$ cat src/rtl/path_tracer_pkg.sv
// Shared types and helpers for the predecessor-array path tracer.
// Size defaults and the no-predecessor marker can be overridden by defining the macros before this file.
`ifndef DEFAULT_MAX_NODES
`define DEFAULT_MAX_NODES 16
`endif
`ifndef DEFAULT_INDEX_WIDTH
`define DEFAULT_INDEX_WIDTH 8
`endif
`ifndef DEFAULT_MADDR_WIDTH
`define DEFAULT_MADDR_WIDTH 16
`endif
`ifndef DEFAULT_MDATA_WIDTH
`define DEFAULT_MDATA_WIDTH 32
`endif
`ifndef NO_PREVIOUS_NODE
`define NO_PREVIOUS_NODE 8'hFF
`endif

package path_tracer_pkg;

  typedef enum logic [2:0] {
    IDLE,
    CHECK,
    FETCH,
    WAIT,
    DRAIN,
    FINISH,
    DONE
  } state_e;

  localparam int unsigned NoPreviousNode = `NO_PREVIOUS_NODE;

  // Computed in 32 bits; callers truncate to their address width, which gives the wrap.
  function automatic logic [31:0] entryAddr(input logic [31:0] base, input logic [31:0] idx,
                                            input int unsigned bytesPerWord);
    return base + idx * bytesPerWord;
  endfunction

endpackage

$ cat src/rtl/path_stack.sv
// Synchronous LIFO holding visited nodes so the path can be replayed source-first.
module path_stack #(
  parameter int unsigned DEPTH = 16,
  parameter int unsigned WIDTH = 8
) (
  input  logic                         clock,
  input  logic                         reset,
  input  logic                         clear_i,
  input  logic                         push_i,
  input  logic                         pop_i,
  input  logic [WIDTH-1:0]             data_i,
  output logic [WIDTH-1:0]             top_o,
  output logic                         full_o,
  output logic                         empty_o,
  output logic [$clog2(DEPTH+1)-1:0]   count_o
);
  localparam int unsigned PtrW = (DEPTH > 1) ? $clog2(DEPTH) : 1;
  localparam int unsigned CntW = $clog2(DEPTH + 1);

  logic [WIDTH-1:0] mem_q [DEPTH];
  logic [CntW-1:0]  count_q, count_d;
  logic [CntW-1:0]  topIdx;

  assign full_o  = (count_q == CntW'(DEPTH));
  assign empty_o = (count_q == '0);
  assign count_o = count_q;
  assign topIdx  = count_q - 1'b1;
  assign top_o   = mem_q[PtrW'(topIdx)];

  always_comb begin
    count_d = count_q;
    if (clear_i) begin
      count_d = '0;
    end else if (push_i && !full_o) begin
      count_d = count_q + 1'b1;
    end else if (pop_i && !empty_o) begin
      count_d = count_q - 1'b1;
    end
  end

  always_ff @(posedge clock) begin
    if (reset) begin
      count_q <= '0;
    end else begin
      count_q <= count_d;
    end
  end

  always_ff @(posedge clock) begin
    if (push_i && !full_o && !clear_i) begin
      mem_q[PtrW'(count_q)] <= data_i;
    end
  end

endmodule

$ cat src/rtl/path_tracer.sv
// Walks the stored predecessor array from destination back to source and streams node indices.
// Define PATH_TRACER_FORWARD_EN to buffer the walk and stream it in source->destination order.
module path_tracer
  import path_tracer_pkg::*;
#(
  parameter int unsigned MAX_NODES   = `DEFAULT_MAX_NODES,
  parameter int unsigned INDEX_WIDTH = `DEFAULT_INDEX_WIDTH,
  parameter int unsigned MADDR_WIDTH = `DEFAULT_MADDR_WIDTH,
  parameter int unsigned MDATA_WIDTH = `DEFAULT_MDATA_WIDTH
) (
  input  logic                   clock,
  input  logic                   reset,
  input  logic                   start,
  input  logic [INDEX_WIDTH-1:0] source,
  input  logic [INDEX_WIDTH-1:0] destination,
  input  logic [INDEX_WIDTH-1:0] number_of_nodes,
  input  logic [MADDR_WIDTH-1:0] prev_base_address,
  output logic                   mem_read_enable,
  output logic [MADDR_WIDTH-1:0] mem_addr,
  input  logic [MDATA_WIDTH-1:0] mem_read_data,
  input  logic                   mem_read_ready,
  input  logic                   wait_request,
  output logic                   path_valid,
  output logic [INDEX_WIDTH-1:0] path_node,
  output logic                   path_last,
  input  logic                   path_ready,
  output logic                   busy,
  output logic                   done,
  output logic                   error
);
  localparam int unsigned BytesPerWord = MDATA_WIDTH / 8;
  localparam logic [INDEX_WIDTH-1:0] NoPrev = INDEX_WIDTH'(NoPreviousNode);

  state_e                 state_q, state_d;
  logic [INDEX_WIDTH-1:0] cur_q, cur_d, src_q, src_d, numNodes_q, numNodes_d;
  logic [MADDR_WIDTH-1:0] base_q, base_d;
  logic [INDEX_WIDTH:0]   hops_q, hops_d;
  logic                   done_q, done_d, error_q, error_d;
  logic [INDEX_WIDTH-1:0] entry;
  logic [MADDR_WIDTH-1:0] fetchAddr;
  logic                   badNode, atSource;
  logic                   unusedData;

  assign entry      = mem_read_data[INDEX_WIDTH-1:0];
  assign unusedData = ^mem_read_data[MDATA_WIDTH-1:INDEX_WIDTH];
  assign fetchAddr  = MADDR_WIDTH'(entryAddr(32'(base_q), 32'(cur_q), BytesPerWord));
  // hops beyond N can only happen if the predecessor chain loops
  assign badNode    = (cur_q >= numNodes_q) || (hops_q > {1'b0, numNodes_q});
  assign atSource   = (cur_q == src_q);
  assign done       = done_q;
  assign error      = error_q;

`ifdef PATH_TRACER_FORWARD_EN
  localparam int unsigned CntW = $clog2(MAX_NODES + 1);
  logic                   stackPush, stackPop, stackClear, stackFull, stackEmpty;
  logic [INDEX_WIDTH-1:0] stackTop;
  logic [CntW-1:0]        stackCount;

  path_stack #(.DEPTH(MAX_NODES), .WIDTH(INDEX_WIDTH)) uStack (
    .clock   (clock),
    .reset   (reset),
    .clear_i (stackClear),
    .push_i  (stackPush),
    .pop_i   (stackPop),
    .data_i  (cur_q),
    .top_o   (stackTop),
    .full_o  (stackFull),
    .empty_o (stackEmpty),
    .count_o (stackCount)
  );
`else
  logic unusedCfg;
  assign unusedCfg = (MAX_NODES == 0);
`endif

  always_comb begin
    state_d         = state_q;
    cur_d           = cur_q;
    src_d           = src_q;
    numNodes_d      = numNodes_q;
    base_d          = base_q;
    hops_d          = hops_q;
    done_d          = done_q;
    error_d         = error_q;
    mem_read_enable = 1'b0;
    mem_addr        = '0;
    path_valid      = 1'b0;
    path_node       = '0;
    path_last       = 1'b0;
    busy            = 1'b0;
`ifdef PATH_TRACER_FORWARD_EN
    stackPush       = 1'b0;
    stackPop        = 1'b0;
    stackClear      = 1'b0;
`endif
    case (state_q)
      IDLE, DONE: begin
        if (start) begin
          cur_d      = destination;
          src_d      = source;
          numNodes_d = number_of_nodes;
          base_d     = prev_base_address;
          hops_d     = '0;
          done_d     = 1'b0;
          error_d    = 1'b0;
`ifdef PATH_TRACER_FORWARD_EN
          stackClear = 1'b1;
`endif
          state_d    = CHECK;
        end
      end
      CHECK: begin
        busy = 1'b1;
        if (badNode) begin
          error_d = 1'b1;
          state_d = FINISH;
`ifdef PATH_TRACER_FORWARD_EN
          stackClear = 1'b1;
        end else if (stackFull) begin
          error_d    = 1'b1;
          stackClear = 1'b1;
          state_d    = FINISH;
        end else begin
          stackPush = 1'b1;
          state_d   = atSource ? DRAIN : FETCH;
        end
`else
        end else begin
          path_valid = 1'b1;
          path_node  = cur_q;
          path_last  = atSource;
          if (path_ready) begin
            state_d = atSource ? FINISH : FETCH;
          end
        end
`endif
      end
      FETCH: begin
        busy            = 1'b1;
        mem_read_enable = 1'b1;
        mem_addr        = fetchAddr;
        if (!wait_request) begin
          state_d = WAIT;
        end
      end
      WAIT: begin
        busy = 1'b1;
        if (mem_read_ready) begin
          if (entry == NoPrev) begin
            error_d = 1'b1;
            state_d = FINISH;
`ifdef PATH_TRACER_FORWARD_EN
            stackClear = 1'b1;
`endif
          end else begin
            cur_d   = entry;
            hops_d  = hops_q + 1'b1;
            state_d = CHECK;
          end
        end
      end
      DRAIN: begin
        busy = 1'b1;
`ifdef PATH_TRACER_FORWARD_EN
        path_valid = !stackEmpty;
        path_node  = stackEmpty ? '0 : stackTop;
        path_last  = (stackCount == CntW'(1));
        if (stackEmpty) begin
          state_d = FINISH;
        end else if (path_ready) begin
          stackPop = 1'b1;
          if (stackCount == CntW'(1)) begin
            state_d = FINISH;
          end
        end
`else
        state_d = FINISH;
`endif
      end
      FINISH: begin
        done_d  = 1'b1;
        state_d = DONE;
      end
      default: state_d = IDLE;
    endcase
  end

  always_ff @(posedge clock) begin
    if (reset) begin
      state_q    <= IDLE;
      cur_q      <= '0;
      src_q      <= '0;
      numNodes_q <= '0;
      base_q     <= '0;
      hops_q     <= '0;
      done_q     <= 1'b0;
      error_q    <= 1'b0;
    end else begin
      state_q    <= state_d;
      cur_q      <= cur_d;
      src_q      <= src_d;
      numNodes_q <= numNodes_d;
      base_q     <= base_d;
      hops_q     <= hops_d;
      done_q     <= done_d;
      error_q    <= error_d;
    end
  end

endmodule

$ cat config.mk
export PLATFORM = sky130hd
export DESIGN_NAME = path_tracer
export DESIGN_NICKNAME = d
export VERILOG_FILES = /design/src/rtl/path_tracer_pkg.sv /design/src/rtl/path_stack.sv /design/src/rtl/path_tracer.sv
export SDC_FILE = /design/constraint.sdc
export NUM_CORES = 1
export LEC_CHECK = 0
export ABC_AREA = 1
export CORE_MARGIN = 1.5
export CORE_UTILIZATION = 30
export DETAILED_ROUTE_END_ITERATION = 8
export PLACE_DENSITY_LB_ADDON = 0.08
export RECOVER_POWER = 100
export SKIP_CTS_REPAIR_TIMING = 1
export SLEW_MARGIN = 20
export SYNTH_ARGS = -nofsm -noshare
export SYNTH_HDL_FRONTEND = slang
export SYNTH_SLANG_ARGS = --single-unit
export TNS_END_PERCENT = 100
$ cat constraint.sdc
create_clock -name clock -period 4.85 [get_ports clock]
set_input_delay 0.97 -clock clock [delete_from_list [all_inputs] [get_ports clock]]
set_output_delay 0.97 -clock clock [all_outputs]
set_load 0.01 [all_outputs]
### Word-level counts from Yosys, hierarchy flattened

Index checks and enable logic that the tools add are counted.

| word-level totals | value |
|---|---|
| register bits after elaboration | 54 |
| bits in latches | 0 |
| RAM bits | 0 |
| ROM bits | 0 |
| output and inout port bits | 30 |
| logic and storage cells | 70 |
| memories kept | 0 |

| cells by class | value |
|---|---|
| add/subtract/negate cells | 2 |
| $mul | 0 |
| divide/modulo/power cells | 0 |
| order comparisons | 2 |
| equal/unequal tests | 15 |
| shift-type cells | 0 |
| muxes and demuxes | 31 |
| bitwise logic cells | 0 |
| reductions and logical operators | 12 |

Operators with widths:

| operator | number |
|---|---|
| 8-bit two-way mux | 5 |
| 9-bit two-way mux | 3 |
| 3-bit two-way mux | 7 |
| 3-bit case mux with 6 select lines | 1 |
| 9-bit case mux with 2 select lines | 1 |
| 16-bit by 10-bit adder with 16-bit output | 1 |
| 16-bit two-way mux | 1 |
| 8-bit case mux with 2 select lines | 1 |
| 2-bit inequality test (second input constant) | 6 |
| 1-bit two-way mux | 10 |
| 9-bit by 1-bit adder with 9-bit output (second input constant) | 1 |
| 3-bit == test (second input constant) | 3 |
| 9-bit by 8-bit greater-than comparator with 1-bit output | 1 |
| 8-bit == test | 1 |
| 8-bit == test (second input constant) | 1 |
| 8-bit greater-or-equal comparator | 1 |
| 4-bit AND reduction | 2 |
| 3-bit by 2-bit == test with 1-bit output (second input constant) | 2 |
| 5-bit AND reduction | 1 |
| 2-bit AND reduction | 2 |
| 2-bit nonzero test | 2 |
| 4-bit OR reduction | 1 |
| 3-bit by 1-bit == test with 1-bit output (second input constant) | 1 |
| 3-bit zero test | 1 |
| 6 further kinds | 6 |

### Longest topological paths before layout

| depth | value |
|---|---|
| word-level depth | 5 |
| depth in mapped cells | 14 |
| mapped depth without buffers | 14 |

### Worst setup path before layout

No wires, ideal clock.

| timing | value |
|---|---|
| path type | flip-flop to output port |
| start | reg cur_q[0] |
| end | out mem_addr[14] |
| arrival time | 1.793 ns |
| setup slack | 2.087 ns |
| stages on the path, launching flop included | 11 |
| cells stage by stage | dfxtp_1 > ha_1 > fa_1 > nand2_1 > inv_1 > o21ai_0 > nand2_1 > a21o_1 > nand3_1 > o21ai_0 > a21oi_1 |

| between the ends | value |
|---|---|
| cells in the longest elaborated chain, start to end | 2 |

Ends and longest elaborated chain:

| what | RTL line | source |
|---|---|---|
| from (decl) | path_tracer.sv:35 | `logic [INDEX_WIDTH-1:0] cur_q, cur_d, src_q, src_d, numNodes_q, numNodes_d;` |
| from (signal assigned) | path_tracer.sv:200 | `cur_q <= cur_d;` |
| 16-bit by 10-bit adder with 16-bit output | path_tracer_pkg.sv:36 | `return base + idx * bytesPerWord;` |
| 16-bit two-way mux | path_tracer.sv:96 | `case (state_q)` |
| to (decl) | path_tracer.sv:19 | `output logic [MADDR_WIDTH-1:0] mem_addr,` |

Every way passes these cells.

### Worst setup path in the final report

| timing | value |
|---|---|
| start | in start |
| end | reg cur_q[2] |

| between the ends | value |
|---|---|
| cells in the longest elaborated chain, start to end | 2 |

Ends and longest elaborated chain:

| what | RTL line | source |
|---|---|---|
| from (decl) | path_tracer.sv:13 | `input logic start,` |
| 2-bit inequality test (no line) | n/a |  |
| 4-bit AND reduction (no line) | n/a |  |

Every way passes these cells.
A chain may end at the register's enable or synchronous reset.

==> key figures <==
STA
  – Clock Skews: between 0.006 and 0.007 ns
  – Min Hold Slack: ~0.46 ns
  – Post-route minimum period: roughly 4 ns
  – Fmax: 247.0 MHz
  – Setup violators final: 0
  – Hold Fails Final Rpt: 0
  – Sum Neg Setup Slack: 0 ns
  – RSZ-0062 raised after global routing: false
  – Slew @ Worst Pin: 1.411 ns
  – Final period util: a little over four fifths
  – Slew Viols, Final: 0
  – Relative slew slack: about 5.6%

Yosys
  – Ys flop type: dfxtp_1
  – Area of the mapped netlist: 3471 um2
  – Post-synth top cells: nand2_1 (105), nor2_1 (64), inv_1 (61)
  – Async SR Flop Fraction: 0%
  – Synth area leader: dfxtp_1
  – Number of cells produced by synthesis: about 520
  – Post-synth EDFFs: 0
  – Count leader, synth: nand2_1
  – Synthesized net count: ~620
  – #FFs+latches synth: 54
  – Area fraction of the dominant cell type after synthesis: 31.15%
  – Synth cell types: 36
  – Number of synthesis warnings: 0
  – Most area-consuming cells after synthesis: dfxtp_1 (31%), nand2_1 (11%), ha_1 (9.0%)
  – Register area share after synthesis: 31.15%
  – Syn_area_per_cell: 6.700 um2

Routing
  – Post-DR vias/cell: 4.716
  – Drt first pass iters: 5
  – DRT iter0 DRCs: about 160
  – WL/cell: roughly 14 um
  – DRC violation count after routing: 0
  – Antenna-violating nets left: 0
  – DR vias: between 3,000 and 4,000
  – Final wirelength: around 10 mm

Worst hold path
  – Hold depth: 2
  – HP Start: base_q[0]
  – Hold Path End: base_q[0]
  – Worst hold path class: reg2reg

Critical path
  – Maximum fanout along the worst path: 20
  – R2r setup slk: about 1.8 ns
  – Worst reg2reg path depth: 10
  – Crit path kind: in2reg
  – Most used cell along the critical path: nor2_1
  – Critical Path AT: between 4 and 5 ns
  – Critical path, cell by cell: dlygate4sd3_1, clkbuf_1, inv_1, a21oi_1, nand2_2, nor2_1, inv_4, nor2_1, nor2_1
  – Crit path largest cell delay: between 1 and 1.5 ns
  – CP Capture Type: flop
  – Reg2reg start: state_q[1]
  – Worst path slowest cell: nor2_1
  – Crit path launch type: input port
  – CP required: 5.03 ns
  – Worst r2r dst: cur_q[2]

Clock tree
  – CTS tree: done
  – Total CTS buffers: 5
  – Clock Sinks: 54
  – Max Buffers Root-to-Sink: 2
  – CTS root buffer: clkbuf_16
  – Reg clk slew, reported paths: ~0.070 ns
  – Clk_lat worst skew: 0.29 ns
  – H-tree Lvls: 2

Pwr
  – Leak: 0.001988 uW
  – Pwr Total: around 2200 uW
  – Power per Cell Area: 476.8 nW/um2
  – Max IR drop VDD: between 0.3 and 0.4 mV

Die
  – DIE AREA: approximately 12,000 um2
  – Overall die width: 110.6 um
  – Io pins: between 100 and 150
  – Starting density of the core: a little under a third
  – Row Count: 39
  – Die Y: 110.6 um
  – Placeable Area: about 11,000 um2

Placed design
  – # placed instances: between 700 and 800
  – Port Buf Inserts: 83
  – Dpl hpwl: 7.333 mm
  – Global placer's final weighted congestion: between 0.8 and 0.9

Global route
  – Grt ovf: 0
  – Largest net degree at the start of global routing: 30
  – Vias in the first global route: around 3,300
  – First-pass GRT wire length: around 17 mm
  – GR Util All Layers: between 15 and 20%
  – Initial antenna violation count: 0

Cells and area
  – Share of post-route cells with drive strength above 1: between 4 and 5%
  – Final #Nets: 697
  – Ant diodes: 0
  – Area delta synth->final: 30.14%
  – Cell Count, Final, Fillers Out: roughly 740

Run
  – Max_cap viols: 0

Outcome
  – Status: finished, final reports clean
per-stage QoR:
step / worst slack (ns) / cell area, um2 / util [%]
4_1_cts: 0.9747 / 4548 / 40.00
3_5_place_dp: 1.297 / 4400 / 38.70
5_1_grt: 0.5264 / 4517 / 39.73
3_3_place_gp: 1.319 / 4400 / 38.70
6_report: 0.8019 / 4517 / 39.73
2_1_floorplan: 2.087 / 3471 / -
flip-flops by register name, indices dropped and copies added (netlist names):
register,flops
base_q,16
numNodes_q,8
hops_q,9
error,1
done,1
src_q,8
cur_q,8
state_q,3
cell families (layout without fill, tap and decap cells):
kind of cell             Yosys count  count (layout)  synth area share [%]
adder cells (fa/ha/maj)           26              26                 9.589
AO/OA/AOI/OAI                    116             116                 17.84
buffers and inverters             83             159                 10.17
flip-flops                        54              54                 31.15
XOR/XNOR                          14              14                 3.533
AND/OR/NAND/NOR                  225             225                 27.72
final cells by class:
| cell class | instances | area [um2] |
|---|---|---|
| multi-input cells | 381 | 2013 |
| repair buffers | 87 | 853.3 |
| fillers | 1263 | 6853 |
| flip-flops and latches | 54 | 1081 |
| inverters | 64 | 242.7 |
| well taps | 143 | 178.9 |
| clock inverters | 1 | 5.005 |
| clock buffers | 7 | 142.6 |
per-layer routing:
metal  up-vias  track usage (%)  part of all wire, %
li1       1821                -                    -
met1      1567            23.86                   51
met5         -                0                    0
met4         0            4.359                  1.7
met2        79            26.38                   44
met3         9            2.470                  3.9
how the worst max path moves through the flow:
stage	from	endpoint	slack, ns
floorplan	cur_q[0]	mem_addr[14]	2.09
finish	start	cur_q[2]	0.80
CTS	cur_q[7]	path_node[7]	0.97
global route	start	cur_q[1]	0.53
global placement	cur_q[0]	path_node[6]	1.32
detailed placement	cur_q[7]	path_node[7]	1.30
where the power goes:
| part | internal (uW) | switching (uW) |
|---|---|---|
| Sequential | 556 | 149 |
| Clock | 206 | 165 |
| Combinational | 406 | 671 |
| Total | 1170 | 986 |
critical path, delay by kind of cell:
kind | cells | cell delay (ns)
buffers and inverters | 4 | 1.60
and+or+nand+nor | 4 | 1.39
AOI/OAI and AO/OA | 1 | 0.26
cells in the final DEF, fill, tap and decap left out, types with 2 or more instances in the layout:
cell type / netlist / layout
o21ai_0: 45 / 45
a21oi_2: 8 / 5
nor4_1: 2 / 2
nor2_2: 3 / 2
nand3_2: 2 / 2
nand2_2: 7 / 6
xor2_1: 7 / 7
nor2_1: 64 / 66
a21oi_1: 59 / 62
nand2_1: 105 / 106
inv_1: 61 / 61
dlygate4sd3_1: 0 / 29
dfxtp_1: 54 / 54
buf_4: 3 / 2
nor3_1: 3 / 3
nand4_1: 3 / 3
clkdlybuf4s50_1: 0 / 54
xnor2_1: 7 / 7
clkbuf_16: 0 / 5
nand3_1: 30 / 30
ha_1: 25 / 25
clkbuf_1: 8 / 3
(Power assumes the default switching activity.)
